===== src/rtl/imem_loader_pkg.sv =====
// rtl/imem_loader_pkg.sv - shared types and framing constants for the instruction memory loader
package imem_loader_pkg;

  typedef enum logic [2:0] {
    IDLE,
    LEN,
    DATA,
    WRITE,
    DONE
  } state_t;

  localparam int LEN_BYTES      = 2;
  localparam int BYTES_PER_WORD = 4;
  localparam int ADDR_STEP      = 4;

endpackage


===== src/rtl/imem_loader_byte_packer.sv =====
// rtl/imem_loader_byte_packer.sv - little-endian byte-to-word shifter with position flags
module byte_packer
  import imem_loader_pkg::*;
(
  input  logic        clk,
  input  logic        rst_n,
  input  logic        clear,
  input  logic        shift,
  input  logic [7:0]  data,
  output logic [31:0] next_word,
  output logic [15:0] length,
  output logic        len_last,
  output logic        word_last
);

  logic [1:0]  cnt;
  logic [31:0] word;

  // Newest byte enters at the top, so after four shifts the first byte sits in bits 7:0.
  assign next_word = {data, word[31:8]};
  // After only two shifts the length field occupies the upper half.
  assign length    = next_word[31:16];
  assign len_last  = shift && (cnt == 2'(LEN_BYTES - 1));
  assign word_last = shift && (cnt == 2'(BYTES_PER_WORD - 1));

  always_ff @(posedge clk) begin
    if (!rst_n) begin
      cnt  <= '0;
      word <= '0;
    end else if (clear) begin
      cnt  <= '0;
      word <= '0;
    end else if (shift) begin
      cnt  <= cnt + 2'd1;
      word <= next_word;
    end
  end

endmodule


===== src/rtl/imem_loader.sv =====
// rtl/imem_loader.sv - boot-time byte-stream loader writing packed words into instruction memory
module imem_loader
  import imem_loader_pkg::*;
#(
  parameter int Width = 32,
  parameter int Depth = 512
) (
  input  logic             clk,
  input  logic             rst_n,
  input  logic             start,
  input  logic             byte_valid,
  input  logic [7:0]       byte_data,
  output logic             byte_ready,
  output logic             we,
  output logic [Width-1:0] waddr,
  output logic [Width-1:0] wdata,
  output logic             busy,
  output logic             done,
  output logic             err,
  output logic             cpu_hold
);

  localparam int MAX_WORDS = Depth / BYTES_PER_WORD;

  state_t      state;
  logic [15:0] n_words;
  logic [15:0] word_idx;
  logic        take;
  logic        start_ok;
  logic        len_done;
  logic [31:0] pk_word;
  logic [15:0] pk_len;
  logic        pk_len_last;
  logic        pk_word_last;

  assign take     = byte_valid && byte_ready;
  assign start_ok = start && (state == IDLE || state == DONE);
  assign len_done = (state == LEN) && pk_len_last;

  byte_packer u_packer (
    .clk       (clk),
    .rst_n     (rst_n),
    .clear     (start_ok || len_done),
    .shift     (take),
    .data      (byte_data),
    .next_word (pk_word),
    .length    (pk_len),
    .len_last  (pk_len_last),
    .word_last (pk_word_last)
  );

  always_ff @(posedge clk) begin
    if (!rst_n) begin
      state      <= IDLE;
      n_words    <= '0;
      word_idx   <= '0;
      byte_ready <= 1'b0;
      we         <= 1'b0;
      waddr      <= '0;
      wdata      <= '0;
      busy       <= 1'b0;
      done       <= 1'b0;
      err        <= 1'b0;
      cpu_hold   <= 1'b1;
    end else begin
      we <= 1'b0;
      case (state)
        IDLE, DONE: begin
          if (start) begin
            state      <= LEN;
            done       <= 1'b0;
            err        <= 1'b0;
            busy       <= 1'b1;
            byte_ready <= 1'b1;
            cpu_hold   <= 1'b1;
            waddr      <= '0;
            word_idx   <= '0;
          end
        end
        LEN: begin
          if (len_done) begin
            n_words <= pk_len;
            if (pk_len == 16'd0) begin
              state      <= DONE;
              done       <= 1'b1;
              busy       <= 1'b0;
              byte_ready <= 1'b0;
              cpu_hold   <= 1'b0;
            end else if (int'(pk_len) > MAX_WORDS) begin
              // Oversize images are rejected before any write so memory stays intact.
              state      <= DONE;
              err        <= 1'b1;
              busy       <= 1'b0;
              byte_ready <= 1'b0;
            end else begin
              state <= DATA;
            end
          end
        end
        DATA: begin
          if (pk_word_last) begin
            state      <= WRITE;
            we         <= 1'b1;
            wdata      <= Width'(pk_word);
            byte_ready <= 1'b0;
          end
        end
        WRITE: begin
          if (word_idx == n_words - 16'd1) begin
            state    <= DONE;
            done     <= 1'b1;
            busy     <= 1'b0;
            cpu_hold <= 1'b0;
          end else begin
            state      <= DATA;
            word_idx   <= word_idx + 16'd1;
            waddr      <= waddr + Width'(ADDR_STEP);
            byte_ready <= 1'b1;
          end
        end
        default: state <= IDLE;
      endcase
    end
  end

endmodule


===== config.mk =====
export PLATFORM = sky130hd
export DESIGN_NAME = imem_loader
export DESIGN_NICKNAME = d
export VERILOG_FILES = /design/src/rtl/imem_loader_pkg.sv /design/src/rtl/imem_loader_byte_packer.sv /design/src/rtl/imem_loader.sv
export SDC_FILE = /design/constraint.sdc
export NUM_CORES = 1
export LEC_CHECK = 0
export CAP_MARGIN = 40
export CORE_MARGIN = 3
export CORE_UTILIZATION = 55
export CTS_CLUSTER_DIAMETER = 150
export CTS_CLUSTER_SIZE = 12
export DETAILED_ROUTE_END_ITERATION = 7
export GPL_TIMING_DRIVEN = 0
export PLACE_DENSITY_LB_ADDON = 0.25
export SKIP_LAST_GASP = 1
export SLEW_MARGIN = 20
export SYNTH_ARGS = -nofsm -noshare
export SYNTH_HDL_FRONTEND = slang
export SYNTH_SLANG_ARGS = --single-unit

===== constraint.sdc =====
create_clock -name clk -period 3.35 [get_ports clk]
set_input_delay 0.5025 -clock clk [delete_from_list [all_inputs] [get_ports clk]]
set_output_delay 0.5025 -clock clk [all_outputs]
set_load 0.01 [all_outputs]

Yosys cells after proc, flatten, opt, wreduce, memory -nomap -nowiden
Cells that the tools add are included.
{"block": "word_totals", "register_bits": 139, "inputBits": 12, "out_inout_bits": 70, "word_cells": 94}
{"block": "classes", "n_addsub": 4, "magnitude_cmp": 1, "n_eq_ne": 16, "muxes": 35, "bitwise_logic": 1, "reduce_logical": 24}
{"operator": "two-way mux 32 bit", "count": 2}
{"operator": "one-hot mux 32 bit (2 select lines)", "count": 1}
{"operator": "adder 32 x 3 -> 32 bit, second input constant", "count": 1}
{"operator": "two-way mux 16 bit", "count": 2}
{"operator": "one-hot mux 16 bit (2 select lines)", "count": 1}
{"operator": "two-way mux 3 bit", "count": 6}
{"operator": "two-way mux 1 bit", "count": 17}
{"operator": "adder 16 x 1 -> 16 bit, second input constant", "count": 1}
{"operator": "equality test 16 bit", "count": 1}
{"operator": "greater-than comparator 16 x 8 -> 1 bit, second input constant", "count": 1}
{"operator": "logical NOT 16 bit", "count": 1}
{"operator": "subtractor 16 x 1 -> 16 bit, second input constant", "count": 1}
{"operator": "AND reduction 5 bit", "count": 3}
{"operator": "!= test 2 bit, second input constant", "count": 6}
{"operator": "one-hot mux 3 bit (4 select lines)", "count": 1}
{"operator": "one-hot mux 1 bit (3 select lines)", "count": 3}
{"operator": "equality test 3 x 2 -> 1 bit, second input constant", "count": 2}
{"operator": "AND reduction 2 bit", "count": 3}
{"operator": "AND reduction 3 bit", "count": 2}
{"operator": "AND reduction 6 bit", "count": 1}
{"operator": "logical AND 1 bit", "count": 5}
{"operator": "!= test 2 x 1 -> 1 bit, second input constant", "count": 2}
{"operator": "one-hot mux 1 bit (4 select lines)", "count": 1}
{"operator": "nonzero test 2 bit", "count": 2}
{"operator": "13 further kinds", "count": 15}

Longest topological paths before layout
Gate-level depths: netlist of the first run.
{"block": "logic_depth", "depth_word": 5, "ltp_mapped": 13, "mapped_depth_nobuf": 10}

By module
Synthesis of the first run repeated with hierarchy kept, for this count alone.
{"block": "hier_totals", "cells_unflattened": 774, "hier_area_um2": 6472.5}
{"mod": "imem_loader", "instances": 1, "cells_each": 660, "area_per_inst_um2": 5316.3}
{"mod": "byte_packer", "instances": 1, "cells_each": 114, "area_per_inst_um2": 1156.1}

Least setup slack after synthesis of the first run
Ideal clock, no wire load.
{"block": "synth_path", "path_type": "reg2reg", "start": "register n_words[0]", "end": "register busy", "setup_ns": 0.116, "arrival_ns": 2.937, "required_ns": 3.234, "slack_ns": 0.297, "stages_incl_launch_ff": 12, "synth_period_minus_slack_ns": 3.053, "cell_sequence": "dfxtp_1 > inv_1 > ha_1 > clkbuf_1 > nor2b_1 > or3_1 > a31o_2 > nor4b_1 > or4b_1 > o21ai_1 > nand3_1 > a31o_2"}
{"block": "synth_between", "elab_chain_len": 4}
{"element": "start, declared", "line_no": "imem_loader.sv:26", "rtl": "logic [15:0] n_words;"}
{"element": "start signal, assigned", "line_no": "imem_loader.sv:82", "rtl": "n_words <= pk_len;"}
{"element": "subtractor 16 x 1 -> 16 bit", "line_no": "imem_loader.sv:109", "rtl": "if (word_idx == n_words - 16'd1) begin"}
{"element": "equality test 16 bit", "line_no": "imem_loader.sv:109"}
{"element": "!= test 2 bit (no source line)"}
{"element": "AND reduction 5 bit (no source line)"}
{"element": "end signal, assigned", "line_no": "imem_loader.sv:86", "rtl": "busy <= 1'b0;"}
{"element": "end signal, assigned", "line_no": "imem_loader.sv:93", "rtl": "busy <= 1'b0;"}
{"element": "end signal, assigned", "line_no": "imem_loader.sv:112", "rtl": "busy <= 1'b0;"}
{"element": "end, declared", "line_no": "imem_loader.sv:17", "rtl": "output logic busy,"}
No other way between the ends.
A chain may end at the register's enable or synchronous reset.

Final worst setup path of the first run
{"block": "layout_path", "start": "register n_words[1]", "end": "register word_idx[14]"}
{"block": "layout_between", "elab_chain_len": 4}
{"element": "subtractor 16 x 1 -> 16 bit", "line_no": "imem_loader.sv:109"}
{"element": "equality test 16 bit", "line_no": "imem_loader.sv:109"}
{"element": "!= test 2 bit (no source line)"}
{"element": "AND reduction 3 bit (no source line)"}
{"element": "end signal, assigned", "line_no": "imem_loader.sv:116", "rtl": "word_idx <= word_idx + 16'd1;"}
{"element": "end, declared", "line_no": "imem_loader.sv:27", "rtl": "logic [15:0] word_idx;"}
No other way between the ends.

==> metrics.txt, run 1 <==
status complete, no violations; count of different cell masters after synthesis 57; synth top area cells dfxtp_1, nand2_1, a21boi_0; IO Port Bufs 79; mean post-synth cell area 8.02 um2; max_slew headroom around 56%; mux cell area share after synthesis less than 1%; Leakage 2.57 nW; most frequent cell after synthesis nand2_1; first-pass GRT wire length between 20 and 30 mm; worst setup path class reg -> reg; FF+latch count, synth roughly 130; Die W roughly 110 um; Final Core Density between 70% and 80%; most frequent cells after synthesis nand2_1, dfxtp_1, a21boi_0, a21oi_1, nor2_1; Simple-Gate Fraction of Synth Area about 29%; drt first-iter violations roughly 380; Synth Area in Compound Gates about 16%; row count 37; die height 111 um; HPWL after detailed placement between 10 and 15 mm; DR DRC count 0; async set or reset register ratio after synthesis 0%; WP data required around 3.7 ns; area grow syn2layout 26.4%; IO Pins just over 80; fin crit share roughly 97%; vias in the first global route about 5.8k; Final Skew about 0.0089 ns; gr usage total 26.5%; hold slack final about 0.44 ns; Syn Std Cell Area just over 0.006 mm2; die area about 0.012 mm2; Mapped Cells between 700 and 800; Post-DRT Antenna Nets 0; EDFF count, synth 0; largest net degree at the start of global routing 17; Max Buffers Root-to-Sink 2; Worst-path clk slew 0.06 ns; hold buffers post-CTS 0; n_diodes 0; CTS Root Cell clkbuf_8; critical path peak fanout 11; Starting Density between 50% and 60%; Max VDD drop roughly 0.29 mV; Synth Flop Type dfxtp_1; synth warn 0; TNS Setup 0 ns; worst skew pair latency 0.52 ns; Hold Path Class reg -> reg; initial antenna violation count 0; CTS Buf Count 17; RePlAce Congestion slightly above 0.9; max-slew violation count 0; Synth Area in XOR/XNOR 6.07%; sequential area share after synthesis a little over two fifths; DR WL/cell roughly 16 um; Power Density 462 mW/mm2; adder-cell share of the synthesized area a little over 1%; f_max slightly above 0.3 GHz; post-DR vias/cell between 5 and 6; Nets roughly 880; Setup Viol. Count Final 0; Critical Path AT ~3.6 ns; Worst-Margin Slew between 0.6 and 0.7 ns; minimum clock period roughly 3.2 ns; Sink Count around 130; Congestion Overflow GR 0; Routed WL ~16 mm; fillers ~760; Pre-Repair DR Iteration Count 5; Vias roughly 5.9k; TritonCTS clock tree done; final hold viol count 0; core area about 0.011 mm2; Critical Path Start Type register; CP Capture Type register; Yosys top cell by area dfxtp_1; main combinational cell family by area after synthesis simple AND/OR/NAND/NOR gates; Max Cap Viol 0; layout cell share with drive strength beyond 1 approximately 6.9%; htree depth 4; Synth top area share between 40% and 50%
layout by cell type (no fill, tap or decap), drive strengths merged, types with 3 or more instances in the layout:
master,synthesis,final
nand2,178,178
dfxtp,129,129
clkdlybuf4s50,0,79
clkbuf,40,61
a21boi,50,50
a21oi,47,47
nor2,43,43
xnor2,32,32
nand3,20,20
nor4,19,20
o21ai,20,20
and3,15,15
inv,14,14
nand4,14,14
nor3,14,14
buf,9,13
and2,11,11
xor2,10,10
or3,9,9
nand2b,7,7
or4,7,7
nor2b,6,6
o211ai,6,6
o31ai,5,5
nor4b,5,5
a31o,5,5
ha,5,5
nand3b,4,4
mux2i,4,4
clkinv,0,4
nand4b,3,3
bufinv,0,3
clkinvlp,0,3
report_power, final:
part / internal (W) / switching [W] / total [W]
Clock: 0.00115 / 0.000669 / 0.00181
Combinational: 0.0000598 / 0.000106 / 0.000166
Sequential: 0.00155 / 0.0000126 / 0.00156
final cells by class:
cell class | instances | area, um2 | area share [%]
Multi-Input combinational cell | 566 | 3250 | 42.4
Timing Repair Buffer | 84 | 823 | 10.7
Clock inverter | 10 | 136 | 1.78
Sequential cell | 129 | 2580 | 33.7
Tap cell | 136 | 170 | 2.22
Buffer | 48 | 209 | 2.73
Clock buffer | 21 | 439 | 5.73
Inverter | 14 | 52.6 | 0.686
kinds of logic after synthesis:
group | after synthesis
xor+xnor | 42
other cells | 1
compound gates | 148
fa+ha+maj | 5
mux | 4
simple gates | 364
buf+inv | 63
flops | 129
flip-flops by register name, indices dropped and copies added (netlist names):
register,flops
u_packer.cnt,2
we,1
byte_ready,1
state,3
wdata,32
done,1
err,1
word_idx,16
n_words,16
u_packer.word,24
waddr,30
busy,1
cpu_hold,1
layer usage:
metal	up-vias	GRT usage, %	wire (um)
met2	272	45.1	7970
li1	2812	-	-
met4	0	11.2	470
met3	48	5.90	1080
met5	-	0	0
met1	2779	32.2	6910
through the flow:
stage	setup slack, ns	std cells	total power [W]	instance area [um2]
final	0.102	1008	0.00354	7660
after global routing	-0.0462	1008	0.00364	7660
after CTS	0.0624	1003	0.00354	7620
after detailed placement	-0.304	972	0.00175	7030
after global placement	-0.270	972	0.00175	7030
after floorplan	0.297	757	0.00168	6070
critical path, stage by stage (launching register included):
cell       delay, ns
dfxtp_1         0.37
inv_1           0.08
ha_2            0.29
or3b_2          0.50
o211ai_1        0.18
nand3b_1        0.13
o21ai_0         0.33
a2111oi_4       0.05
buf_4           0.18
or2_2           0.35
buf_6           0.16
buf_6           0.14
o31ai_1         0.24
a21oi_1         0.09
path summary, 6_finish.rpt:
| check | startpoint | endpoint | slack, ns | depth (start not counted) |
|---|---|---|---|---|
| worst max-delay path | n_words[1] | word_idx[14] | 0.10 | 13 |
| worst min-delay path | done | done | 0.44 | 2 |
| worst max register to register | n_words[1] | word_idx[14] | 0.10 | 13 |
| worst min register to register | done | done | 0.44 | 2 |
what timing repair did:
item / CTS / global route
pin swaps: 1 / 2
setup buffers: 1 / 2
cloned: 0 / 1
gates resized for setup: 3 / 3
endpoints found under the setup margin: 15 / 31
No activity file was read; power rests on OpenSTA's default activity.
==> run 2: changes to the inputs <==
HOLD_SLACK_MARGIN = 0.03   (was unset)
==> results of run 2 <==
Same layout as run 1: the final DEF is identical, and so are final timing and power.
==> run 3: changes to the inputs <==
CORE_UTILIZATION = 45   (was 55)
==> metrics.txt, run 3 (same netlist as run 1, synthesis figures left out) <==
status complete, no violations; core area 0.0129 mm2; htree depth 4; DR DRC count 0; Final Instance Area just under 0.008 mm2; most common cell after layout, fill and taps aside nand2_1; n_diodes 0; worst hold endpoint done; Post-DRT Antenna Nets 0; Largest Register wdata; largest net degree at the start of global routing 17; Routed WL 16.3 mm; worst setup path class reg -> reg; Worst Reg-to-Reg Cells 10; Leakage 2.57 nW; Critical Path AT about 3.5 ns; Hold Crit Depth 2; Max Buffers Root-to-Sink 2; CP Capture Type register; drt first-iter violations roughly 360; area grow syn2layout 26.7%; max_slew headroom 55.5%; Max VDD drop approximately 0.35 mV; WP data required around 3.7 ns; Critical Path Start Type register; Worst-Margin Slew approximately 0.66 ns; RSZ-0062 raised after global routing no; initial antenna violation count 0; f_max roughly 0.32 GHz; worst r2r src n_words[1]; Vias around 5.7k; placed instance area between 0.007 and 0.008 mm2; Setup Viol. Count Final 0; Congestion Overflow GR 0; vias in the first global route between 5k and 6k; max-slew violation count 0; Starting Density ~47%; HPWL after detailed placement around 12 mm; final hold viol count 0; Nets 876; DR WL/cell ~16 um; CTS Buf Count 17; row count between 40 and 50; RePlAce Congestion a little over 0.9; layout cell share with drive strength beyond 1 ~7.3%; TritonCTS clock tree done; worst hold path startpoint done; max reg flops 32; Sink Count about 130; Hold Path Class reg -> reg; Max Cap Viol 0; IO Pins about 80; die area about 0.015 mm2; die height between 100 and 150 um; Die W between 100 and 150 um; biggest regs wdata: 32 flops, waddr: 30 flops, u_packer.word: 24 flops; Worst-path clk slew roughly 0.06 ns; Reg-to-Reg End waddr[12]; CTS Root Cell clkbuf_16; fin crit share between 90% and 100%; gr usage total between 20% and 30%; Power Density 453 mW/mm2; worst skew pair latency roughly 0.43 ns; R2R setup slack 0.20 ns; most frequent cells in the layout nand2_1, dfxtp_1, clkdlybuf4s50_1; IO Port Bufs between 70 and 80; first-pass GRT wire length ~27 mm; minimum clock period 3.15 ns; Pre-Repair DR Iteration Count 6; post-DR vias/cell approximately 5.4; Final Core Density ~60%; Final Skew ~0.015 ns; critical path peak fanout 11
==> run 3: changes by cell type in the layout (fill, tap and decap cells not counted), moves of 2 or more <==
cell,previous run,this run
clkbuf_8,2,0
clkbuf_1,41,38
inv_6,0,3
bufinv_16,3,1
clkinv_4,1,3
==> run 3: metal layers <==
layer  wire length [um]  GRT usage (%)
met3                842           5.34
met5                  0              0
met2               7930           39.5
met4                273           8.05
met1               7250           27.9
==> run 3: power by group <==
part	total, W	internal (W)	leakage [nW]	switching, W
clock	0.00176	0.00103	0.272	0.000735
sequential	0.00156	0.00154	1.04	0.0000118
combinational	0.000164	0.0000598	1.26	0.000104
total	0.00348	0.00263	2.57	0.000851
==> run 3: stage by stage <==
stage               instances  hold slack (ns)  setup WS (ns)  power (W)  TNS (ns)
floorplan                 757            0.437          0.297    0.00168         0
global placement         1008            0.440         -0.187    0.00175    -0.527
detailed placement       1009            0.446         -0.248    0.00175    -0.968
CTS                      1044            0.455         0.0128    0.00351         0
global route             1044            0.478         0.0141    0.00359         0
finish                   1044            0.451          0.204    0.00348         0
==> run 3: cell type report <==
class / instances / area, um2
flip-flops and latches: 129 / 2580
well taps: 172 / 215
repair buffers: 84 / 823
clock inverters: 15 / 136
plain buffers: 48 / 209
inverters: 14 / 52.6
clock buffers: 17 / 425
multi-input cells: 565 / 3240
fillers: 1104 / 5190
==> run 3: worst max-delay path: stages (launching register included) <==
cell	delay (ns)
dfxtp_1	0.36
inv_1	0.08
ha_2	0.28
or3b_2	0.49
o211ai_1	0.19
nand3b_1	0.13
o21ai_0	0.31
a2111oi_4	0.12
or2_2	0.37
or4_1	0.54
mux2i_1	0.14
==> run 3: what timing repair did <==
item	CTS	global route
buffers inserted	3	0
pin swaps	2	1
cloned	0	0
endpoints found under the setup margin	10	48
hold buffers	0	0
hold endpoints to repair	0	0
resized for setup	3	4
==> run 3: worst max-delay path by stage <==
stage                          start     endpoint  slack [ns]  depth (start not counted)
after floorplan           n_words[0]         busy        0.30                         11
after global placement    n_words[0]         busy       -0.19                         11
after detailed placement  n_words[0]         busy       -0.25                         11
after CTS                 n_words[0]  word_idx[9]        0.01                         12
after global routing      n_words[1]    waddr[11]        0.01                         12
final                     n_words[1]    waddr[12]        0.20                         10
